$ cat config.mk
export PLATFORM = sky130hd
export DESIGN_NAME = mod256_up_sequencer
export DESIGN_NICKNAME = d
export VERILOG_FILES = /design/src/rtl/mod256_pkg.sv /design/src/rtl/mod256_up_core.sv /design/src/rtl/mod256_up_sequencer.sv
export SDC_FILE = /design/constraint.sdc
export NUM_CORES = 1
export LEC_CHECK = 0
export BUFFER_PORTS_ARGS = -buffer_cell sky130_fd_sc_hd__buf_2
export CORE_AREA = 2 2 39 41
export DETAILED_ROUTE_END_ITERATION = 8
export DIE_AREA = 0 0 41 43
export GPL_TIMING_DRIVEN = 0
export PLACE_DENSITY = 0.66
export SYNTH_ARGS = -nofsm -noshare
export SYNTH_HDL_FRONTEND = slang
export SYNTH_SLANG_ARGS = --single-unit
$ cat constraint.sdc
create_clock -name clk -period 3.44 [get_ports clk]
set_input_delay 0.172 -clock clk [delete_from_list [all_inputs] [get_ports clk]]
set_output_delay 0.172 -clock clk [all_outputs]
set_load 0.05 [all_outputs]
$ cat src/rtl/mod256_pkg.sv
// Shared width, terminal value and FSM state type for the mod-256 index sequencers.
package mod256_pkg;
    localparam int COUNT_W = 8;
    localparam logic [COUNT_W-1:0] COUNT_MAX = 8'hFF;

    typedef enum logic [1:0] {
        IDLE = 2'd0,
        RUN  = 2'd1,
        DONE = 2'd2
    } seq_state_t;
endpackage

$ cat src/rtl/mod256_up_core.sv
// 8-bit index register: synchronous clear, increment enable, terminal-count decode.
module mod256_up_core
    import mod256_pkg::*;
(
    input  logic               clk,
    input  logic               rst,
    input  logic               clr,
    input  logic               inc,
    output logic [COUNT_W-1:0] count,
    output logic               at_max
);
    always_ff @(posedge clk) begin
        if (rst || clr) begin
            count <= '0;
        end else if (inc) begin
            count <= count + 1'b1;
        end
    end

    assign at_max = (count == COUNT_MAX);
endmodule

$ cat src/rtl/mod256_up_sequencer.sv
// Ascending 0..255 index sequencer with step handshake, last flag and done pulse.
// MOD256_UP_SEQ_WRAP_EN: free-running wrap at 8'hFF instead of one-shot completion.
module mod256_up_sequencer
    import mod256_pkg::*;
(
    input  logic               clk,
    input  logic               rst,
    input  logic               start,
    input  logic               step,
    input  logic               abort,
    output logic [COUNT_W-1:0] count,
    output logic               busy,
    output logic               last,
    output logic               done
);
    seq_state_t state, state_nxt;
    logic       busy_nxt, done_nxt;
    logic       clr, inc, at_max;

    mod256_up_core u_core (
        .clk    (clk),
        .rst    (rst),
        .clr    (clr),
        .inc    (inc),
        .count  (count),
        .at_max (at_max)
    );

    always_ff @(posedge clk) begin
        if (rst) begin
            state <= IDLE;
            busy  <= 1'b0;
            done  <= 1'b0;
        end else begin
            state <= state_nxt;
            busy  <= busy_nxt;
            done  <= done_nxt;
        end
    end

    always_comb begin
        state_nxt = state;
        busy_nxt  = busy;
        done_nxt  = 1'b0;
        clr       = 1'b0;
        inc       = 1'b0;
        case (state)
            IDLE: begin
                if (start) begin
                    clr       = 1'b1;
                    busy_nxt  = 1'b1;
                    state_nxt = RUN;
                end
            end
            RUN: begin
                if (abort) begin
                    clr       = 1'b1;
                    busy_nxt  = 1'b0;
                    state_nxt = IDLE;
                end else if (start) begin
                    clr = 1'b1;
                end else if (step) begin
                    if (at_max) begin
`ifdef MOD256_UP_SEQ_WRAP_EN
                        inc      = 1'b1;
                        done_nxt = 1'b1;
`else
                        // count holds at the terminal value through DONE and IDLE
                        busy_nxt  = 1'b0;
                        done_nxt  = 1'b1;
                        state_nxt = DONE;
`endif
                    end else begin
                        inc = 1'b1;
                    end
                end
            end
            DONE: begin
                if (start) begin
                    clr       = 1'b1;
                    busy_nxt  = 1'b1;
                    state_nxt = RUN;
                end else begin
                    state_nxt = IDLE;
                end
            end
            default: begin
                busy_nxt  = 1'b0;
                state_nxt = IDLE;
            end
        endcase
    end

    assign last = (state == RUN) && at_max;
endmodule

# == After elaboration in Yosys (flattened, before gate mapping) ==
# Cells that the tools add are included.
# Widths: inputs -> output; s select.
# totals
reg_bits,12
in_bits,5
output_inout_bits,11
word_cells,44
# op_classes
muxes,22
n_addsub,1
reduce_logical,7
eq_ne,8
n_bitwise,2
# ops
operator,n
$mux 1,14
$mux 2,5
$ne 3x3->1 const B,3
$add 8x1->8 const B,1
$eq 8x8->1 const B,1
$reduce_and 4->1,2
$pmux 2 s3,1
$reduce_or 5->1,1
$pmux 1 s2,2
$eq 2x1->1 const B,1
$eq 2x2->1 const B,1
$logic_not 2->1,1
$ne 2x1->1 const B,1
$ne 2x2->1 const B,1
$not 1->1,2
$reduce_or 2->1,1
$logic_and 1x1->1,1
$logic_or 1x1->1,1

# == Depth between registers and ports, before layout ==
# Gate-level depths: netlist (run 1).
# depth
ltp_word,6
ltp_mapped,6
depth_no_buf,5

# == Hierarchy ==
# Synthesis (run 1) repeated with hierarchy kept, for this count alone.
# hier_totals
hier_cells,61
hier_area_um2,541.8
# by_module_without_submodules
mod,n_inst,seq_area_each_um2,area_each_um2,cells_each
mod256_up_core,1,160.2,355.3,40
mod256_up_sequencer,1,80.1,186.4,21

# == Least setup slack after synthesis (run 1) ==
# No wires, ideal clock.
# synth_timing
path_kind,register to output
from,register u_core.count[0]
to,output port last
arrival_ps,2424
required_time_ps,3268
path_stages_with_launch,5
path_slack_ps,844
n_path_buf,0
path_cell_list,dfxtp_1 -> ha_1 -> and3_1 -> nand2_1 -> nor3b_1
# synth_between
elab_chain_len,2
# synth_lines
element,line,text
start: declaration,mod256_up_core.sv:9,"output logic [COUNT_W-1:0] count,"
start signal: assignment,mod256_up_core.sv:16,count <= count + 1'b1;
$eq 8x8->1,mod256_up_core.sv:20,assign at_max = (count == COUNT_MAX);
$logic_and 1x1->1,mod256_up_sequencer.sv:94,assign last = (state == RUN) && at_max;
end: declaration,mod256_up_sequencer.sv:13,"output logic last,"
# Every way passes these cells.

# == Worst setup path in the final report (run 1) ==
# layout_timing
from,register state[0]
to,register u_core.count[7]
# layout_between
elab_chain_len,4
word_cells_on_any_way,7
cone_classes,eq/ne (2); mux (2); reduce/logical (3)
# layout_lines
element,line,text
start: declaration,mod256_up_sequencer.sv:16,"seq_state_t state, state_nxt;"
start signal: assignment,mod256_up_sequencer.sv:35,state <= state_nxt;
$eq 2x2->1 or $logic_not 2->1 (tied branches),mod256_up_sequencer.sv:47,case (state)
$reduce_or 2->1 (no source line),n/a,
$pmux 1 s2,mod256_up_sequencer.sv:47,
$logic_or 1x1->1,mod256_up_core.sv:13,if (rst || clr) begin
# Several ways; a longest one is shown, not always the timed one.
# A chain may end at the register's enable or synchronous reset.

==> reports/results.tsv, run 1 <==
stage	metric	value	unit
cells_and_area	final std cells w/o fill	98	
status	status	complete, no violations	
drt	via density per instance	5.490	
timing	count of final hold-check violations	0	
timing	Max Fclk	506.7	MHz
drt	drt drc	0	
logic_synthesis	Post-synth top cells	dfxtp_1, a21oi_1, nand2_1	
drt	DRT iter0 DRCs	13	
clocking	TritonCTS buffer count	3	
logic_synthesis	ranking of synthesized cells by area	dfxtp_1, a21oi_1, nand2_1, o31ai_1, or4_1	
placed_design	DP Wirelength	865.4	um
die	row count	14	
logic_synthesis	asr flop ratio synth	0	
timing	Hold Slack	0.1155	ns
timing	Final Skew	0.0006433	ns
clocking	setup bufs post-CTS	0	
drt	drt first pass iters	4	
cells_and_area	fraction of final layout cells with drive strength greater than 1	0.2561	
logic_synthesis	Netlist cell types	26	
timing	worst slew pin tran	0.2949	ns
timing	Final setup viols	0	
power_and_ir_drop	power per cell area	402.0	nW/um^2
logic_synthesis	XOR/XNOR share of the synthesized area	0.01584	
clocking	CTS max path bufs	2	
run	maxcap violations	0	
setup_path	Reg2Reg Depth	5	
placed_design	RD Place Congestion	0.7221	
clocking	CTS tree	yes	
logic_synthesis	mux share of post-synthesis cell area	0.01810	
setup_path	Crit path largest cell delay	0.48	ns
power_and_ir_drop	leakage	0.0002779	uW
setup_path	Worst Setup EP	u_core.count[7]	
setup_path	kind of critical path	reg2reg	
setup_path	Startpoint Class	register	
clocking	Skew-Pair Late Insertion Delay	0.27	ns
timing	worst relative slew slack	0.8034	
setup_path	cell count along the critical path	5	
timing	RSZ-0062 raised after global routing	false	
logic_synthesis	Most used DFF post-synth	dfxtp_1	
clocking	cts-stage hold buffer count	0	
setup_path	critical path arrival	2.18	ns
timing	final worst setup slack	1.466	ns
logic_synthesis	area leader, netlist	dfxtp_1	
drt	Via Count	538	
logic_synthesis	post-synth top area share	0.4344	
global_route	Overflow after GRT	0	
die	Die W	41	um
setup_path	worst path bufs/invs	1	
setup_path	reg-to-reg setup timing slack	1.47	ns
die	die area	1763	um^2
die	Ports	16	
cells_and_area	Area Growth Syn to Fin	23.76	%
setup_path	slowest stage cell, crit path	or4_1	
logic_synthesis	largest family of logic cells by synthesized area	simple AND/OR/NAND/NOR gates	
logic_synthesis	synthesized area	553.0	um^2
clocking	clock slew at reported path FFs	0.08	ns
logic_synthesis	Synth Area in Simple Gates	0.2443	
cells_and_area	Design Area, Final	684.4	um^2
logic_synthesis	Post-synth EDFFs	0	
cells_and_area	Fill cells	130	
timing	Tcrit/Tclk final	0.5738	
clocking	number of H-tree levels	1	
placed_design	DP Area	648.1	um^2
die	core box area	1384	um^2
logic_synthesis	Compound-Gate Fraction of Synth Area	0.2217	
global_route	Global Route Usage Sum	0.1469	
setup_path	crit path from	state[0]	
setup_path	Critical R2R Launch	state[0]	
timing	Max Slew Vio Count	0	
setup_path	worst r2r dst	u_core.count[7]	
setup_path	critical-path cell list	or3b_1 > buf_2 > a211o_1 > or4_1 > a21oi_1	
global_route	largest net degree at the start of global routing	11	
logic_synthesis	count leader, synth	dfxtp_1	
logic_synthesis	sequential element share of the synthesized area	0.4344	
logic_synthesis	Synth Area in Adders	0.02262	
placed_design	Port Buffer Count	15	
setup_path	CP Max Fanout	7	
drt	Detail Route Antenna Nets	0	
logic_synthesis	Syn Inst Count	63	
global_route	first-pass GRT wire length	1704	um
setup_path	required time of the critical path	3.64	ns
drt	wire length per cell	12.36	um
cells_and_area	final net count	89	
die	Die Ht	43	um
timing	Post-Route Setup TNS	0	ns
logic_synthesis	syn nets	69	
die	Initial Util	0.3996	
min_path	Hold Path Class	in2reg	
global_route	number of global-route vias before repair	424	
clocking	Num Clock Sinks	12	
logic_synthesis	mean post-synth cell area	8.778	um^2
power_and_ir_drop	maximum vdd drop	213.3	uV
logic_synthesis	number of synthesized register bits	12	
clocking	CTS resizes	0	
placed_design	# placed instances	94	
cells_and_area	ANT cells	0	
placed_design	Setup Slack @ Placement	1.511	ns
global_route	initial antenna violation count	0	
logic_synthesis	Yosys warning count	0	
setup_path	CP endpoint kind	register	
drt	final WL	1211	um
timing	minimum clock period	1.974	ns
setup_path	Worst path top cell family by delay	simple AND/OR/NAND/NOR gates	
clocking	Clock Root Buffer	clkbuf_4	
layout by cell type (no fill, tap or decap), types with 2 or more instances in the layout:
master and count:
buf_2 16, dfxtp_1 12, a21oi_1 8, nand2_1 6
o21ai_0 3, or3_1 3, nor2_1 3, o31ai_1 3
or4_1 3, clkbuf_4 3, inv_1 2, a21o_1 2
nor4_1 2, nand3_1 2
registers in the layout, summed over array words and instances (netlist names):
name,cells
u_core.count,8
done,1
state,2
busy,1
cell type report:
| class | count | area, um^2 | share of cell area |
|---|---|---|---|
| plain buffers | 2 | 16.27 | 0.02377 |
| clock buffers | 4 | 36.28 | 0.05302 |
| inverters | 2 | 7.507 | 0.01097 |
| multi-input cells | 47 | 289.0 | 0.4223 |
| flip-flops and latches | 12 | 240.2 | 0.3510 |
| well taps | 16 | 20.02 | 0.02925 |
| repair buffers | 15 | 75.07 | 0.1097 |
layer usage:
layer	track usage	routed length, um
met1	0.1715	589
met2	0.2156	522
met3	0.06283	79
met4	0.08000	19
met5	0	0
kinds of logic after synthesis:
family | after synthesis
AO/OA/AOI/OAI | 20
XOR/XNOR | 1
adder cells (fa/ha/maj) | 1
buffers and inverters | 4
flip-flops | 12
multiplexers | 1
AND/OR/NAND/NOR | 24
report_power, final:
group	internal [uW]	switching, uW	total (uW)
combinational	7.31	12.4	19.7
clock	64.3	48.4	113
sequential	141	1.87	143
per-stage QoR:
step / utilization / power [uW]
after floorplan: - / 158.7
after global placement: 0.4684 / 165.2
after detailed placement: 0.4684 / 165.6
after CTS: 0.4946 / 279.9
after global routing: 0.4946 / 287.3
final: 0.4946 / 275.1
worst min-delay path by stage:
| stage | slack (ns) | from | endpoint | cells after the start |
|---|---|---|---|---|
| 2_1_floorplan | 0.24 | rst | state[0] | 1 |
| 3_5_place_dp | 0.40 | rst | state[0] | 2 |
| 4_1_cts | 0.11 | rst | busy | 2 |
| 3_3_place_gp | 0.40 | rst | state[0] | 2 |
| 5_1_grt | 0.11 | rst | state[0] | 2 |
| 6_report | 0.12 | rst | state[0] | 2 |
Power figures use the tool's default switching activity.
==> run 2, diff against run 1 <==
==> constraint.sdc (replaced) <==
create_clock -name clk -period 1.85 [get_ports clk]
set_input_delay 0.0925 -clock clk [delete_from_list [all_inputs] [get_ports clk]]
set_output_delay 0.0925 -clock clk [all_outputs]
set_load 0.05 [all_outputs]
==> reports/results.tsv, run 2 (synthesis results as in run 1) <==
stage	metric	value	unit	change
clocking	clock slew at reported path FFs	0.08	ns	about the same
global_route	number of global-route vias before repair	435		was 424
timing	Max Fclk	548.1	MHz	was 506.7 MHz
timing	worst slew pin tran	0.2985	ns	was 0.2949 ns
timing	worst relative slew slack	0.8010		was 0.8034
setup_path	critical path arrival	2.03	ns	was 2.18 ns
setup_path	kind of critical path	reg2reg		unchanged
clocking	TritonCTS buffer count	3		unchanged
timing	RSZ-0062 raised after global routing	true		was false
drt	final WL	1175	um	was 1211 um
drt	DRT iter0 DRCs	5		was 13
timing	final worst setup slack	0.02567	ns	was 1.466 ns
min_path	Hold Path Class	in2reg		unchanged
setup_path	CP endpoint kind	register		unchanged
timing	minimum clock period	1.824	ns	was 1.974 ns
setup_path	CP Max Fanout	6		was 7
clocking	Num Clock Sinks	12		unchanged
clocking	number of H-tree levels	1		unchanged
power_and_ir_drop	power per cell area	682.0	nW/um^2	was 402.0 nW/um^2
die	core box area	1384	um^2	unchanged
timing	Tcrit/Tclk final	0.9861		was 0.5738
setup_path	critical-path cell list	or3b_4 > buf_6 > a211o_1 > or4_1 > a21oi_1		was or3b_1 > buf_2 > a211o_1 > or4_1 > a21oi_1
setup_path	required time of the critical path	2.05	ns	was 3.64 ns
timing	count of final hold-check violations	0		unchanged
clocking	cts-stage hold buffer count	0		unchanged
die	Die W	41	um	unchanged
die	die area	1763	um^2	unchanged
cells_and_area	commonest non-fill, non-tap cells in the layout	buf_2, dfxtp_1, a21oi_1, nand2_1		unchanged
cells_and_area	most common cell after layout, fill and taps aside	buf_2		unchanged
cells_and_area	largest reg by FF count	u_core.count		unchanged
cells_and_area	ANT cells	0		unchanged
die	Ports	16		unchanged
drt	via density per instance	5.255		was 5.490
cells_and_area	fraction of final layout cells with drive strength greater than 1	0.3953		was 0.2561
global_route	initial antenna violation count	0		unchanged
die	row count	14		unchanged
placed_design	# placed instances	94		unchanged
cells_and_area	max FFs per register	8		unchanged
die	Die Ht	43	um	unchanged
power_and_ir_drop	Clock power frac	0.401		was 0.410
placed_design	Setup Slack @ Placement	-0.1027	ns	was 1.511 ns
clocking	Skew-Pair Late Insertion Delay	0.27	ns	about the same
power_and_ir_drop	maximum vdd drop	345.1	uV	was 213.3 uV
placed_design	DP Wirelength	783.1	um	was 865.4 um
timing	Final setup viols	0		unchanged
run	maxcap violations	0		unchanged
drt	drt drc	0		unchanged
clocking	CTS max path bufs	2		unchanged
setup_path	slowest stage cell, crit path	or4_1		unchanged
timing	Max Slew Vio Count	0		unchanged
cells_and_area	final net count	93		was 89
timing	Hold Slack	0.02729	ns	was 0.1155 ns
global_route	first-pass GRT wire length	1780	um	was 1704 um
placed_design	Port Buffer Count	15		unchanged
power_and_ir_drop	Comb pwr share	0.090		was 0.072
global_route	Overflow after GRT	0		unchanged
power_and_ir_drop	leakage	0.0003027	uW	was 0.0002779 uW
setup_path	Crit path largest cell delay	0.48	ns	about the same
drt	drt first pass iters	4		unchanged
setup_path	Startpoint Class	register		unchanged
cells_and_area	Largest regs	u_core.count x8, state x2		unchanged
drt	Via Count	536		was 538
placed_design	RD Place Congestion	0.7236		was 0.7221
power_and_ir_drop	NetSw	114.8	uW	was 62.74 uW
global_route	largest net degree at the start of global routing	9		was 11
cells_and_area	Area Growth Syn to Fin	36.65	%	was 23.76%
status	status	complete, no violations		unchanged
clocking	Clock Root Buffer	clkbuf_4		unchanged
cells_and_area	final std cells w/o fill	102		was 98
drt	wire length per cell	11.52	um	was 12.36 um
die	Initial Util	0.3996		unchanged
power_and_ir_drop	Flop pwr share	0.509		was 0.519
power_and_ir_drop	Internal	400.6	uW	was 212.4 uW
timing	Final Skew	0.003070	ns	was 0.0006433 ns
power_and_ir_drop	Sw Share	0.2228		was 0.2281
clocking	CTS tree	yes		unchanged
global_route	Global Route Usage Sum	0.1521		was 0.1469
drt	Detail Route Antenna Nets	0		unchanged
[run 2: cell types whose count changed in the layout (fill, tap and decap cells not counted), moves of 2 or more]
cell	previous run	this run
buf_4	0	4
buf_2	16	14
dfxtp_2	0	3
dfxtp_1	12	8
[run 2: cell type report]
cell class	count	area [um^2]
inverters	2	7.507
repair buffers	19	107.6
fillers	119	628.1
multi-input cells	47	314.1
well taps	16	20.02
plain buffers	2	22.52
flip-flops and latches	12	247.7
clock buffers	4	36.28
[run 2: repair_timing]
item / in CTS / in global routing
endpoints found under the setup margin: 5 / 6
setup buffers: 3 / 1
cloned: 0 / 0
hold endpoints to repair: 0 / 0
pin swaps: 2 / 8
gates resized for setup: 4 / 6
[run 2: power by group through the flow]
stage | Sequential (uW) | Clock (uW) | Combinational (uW)
finish | 262 | 207 | 46.2
global route | 263 | 229 | 49.6
CTS | 262 | 217 | 42.4
detailed placement | 270 | 0 | 37.1
global placement | 270 | 0 | 37.0
floorplan | 277 | 0 | 18.0
[run 2: path summary, 6_finish.rpt]
kind	cells past startpoint	slack, ns	start	endpoint
setup / recovery	5	0.03	state[0]	u_core.count[7]
hold / removal	2	0.03	rst	state[0]
setup reg to reg	5	0.03	state[0]	u_core.count[7]
hold reg to reg	2	0.50	u_core.count[5]	u_core.count[5]
[run 2: stage by stage]
step | power (uW) | utilization | instance area, um^2 | TNS, ns
finish | 515.4 | 0.5461 | 755.7 | 0
detailed placement | 306.8 | 0.4801 | 664.4 | -0.3430
CTS | 522.2 | 0.5280 | 730.7 | 0
floorplan | 294.7 | - | 569.3 | 0
global placement | 306.7 | 0.4801 | 664.4 | -0.3512
global route | 541.6 | 0.5461 | 755.7 | -0.1345
[run 2: per-layer routing]
metal,GRT usage,vias to the layer above,part of all wire
met4,0.08000,0,0.0094
met5,0,-,0
li1,-,280,-
met1,0.1916,238,0.50
met3,0.06283,2,0.067
met2,0.2125,16,0.43
[run 2: critical path, delay by kind of cell (launching register included)]
family / cells / cell delay, ns
AOI/OAI and AO/OA: 2 / 0.45
buffers and inverters: 1 / 0.14
DFF: 1 / 0.33
and+or+nand+nor: 2 / 0.85
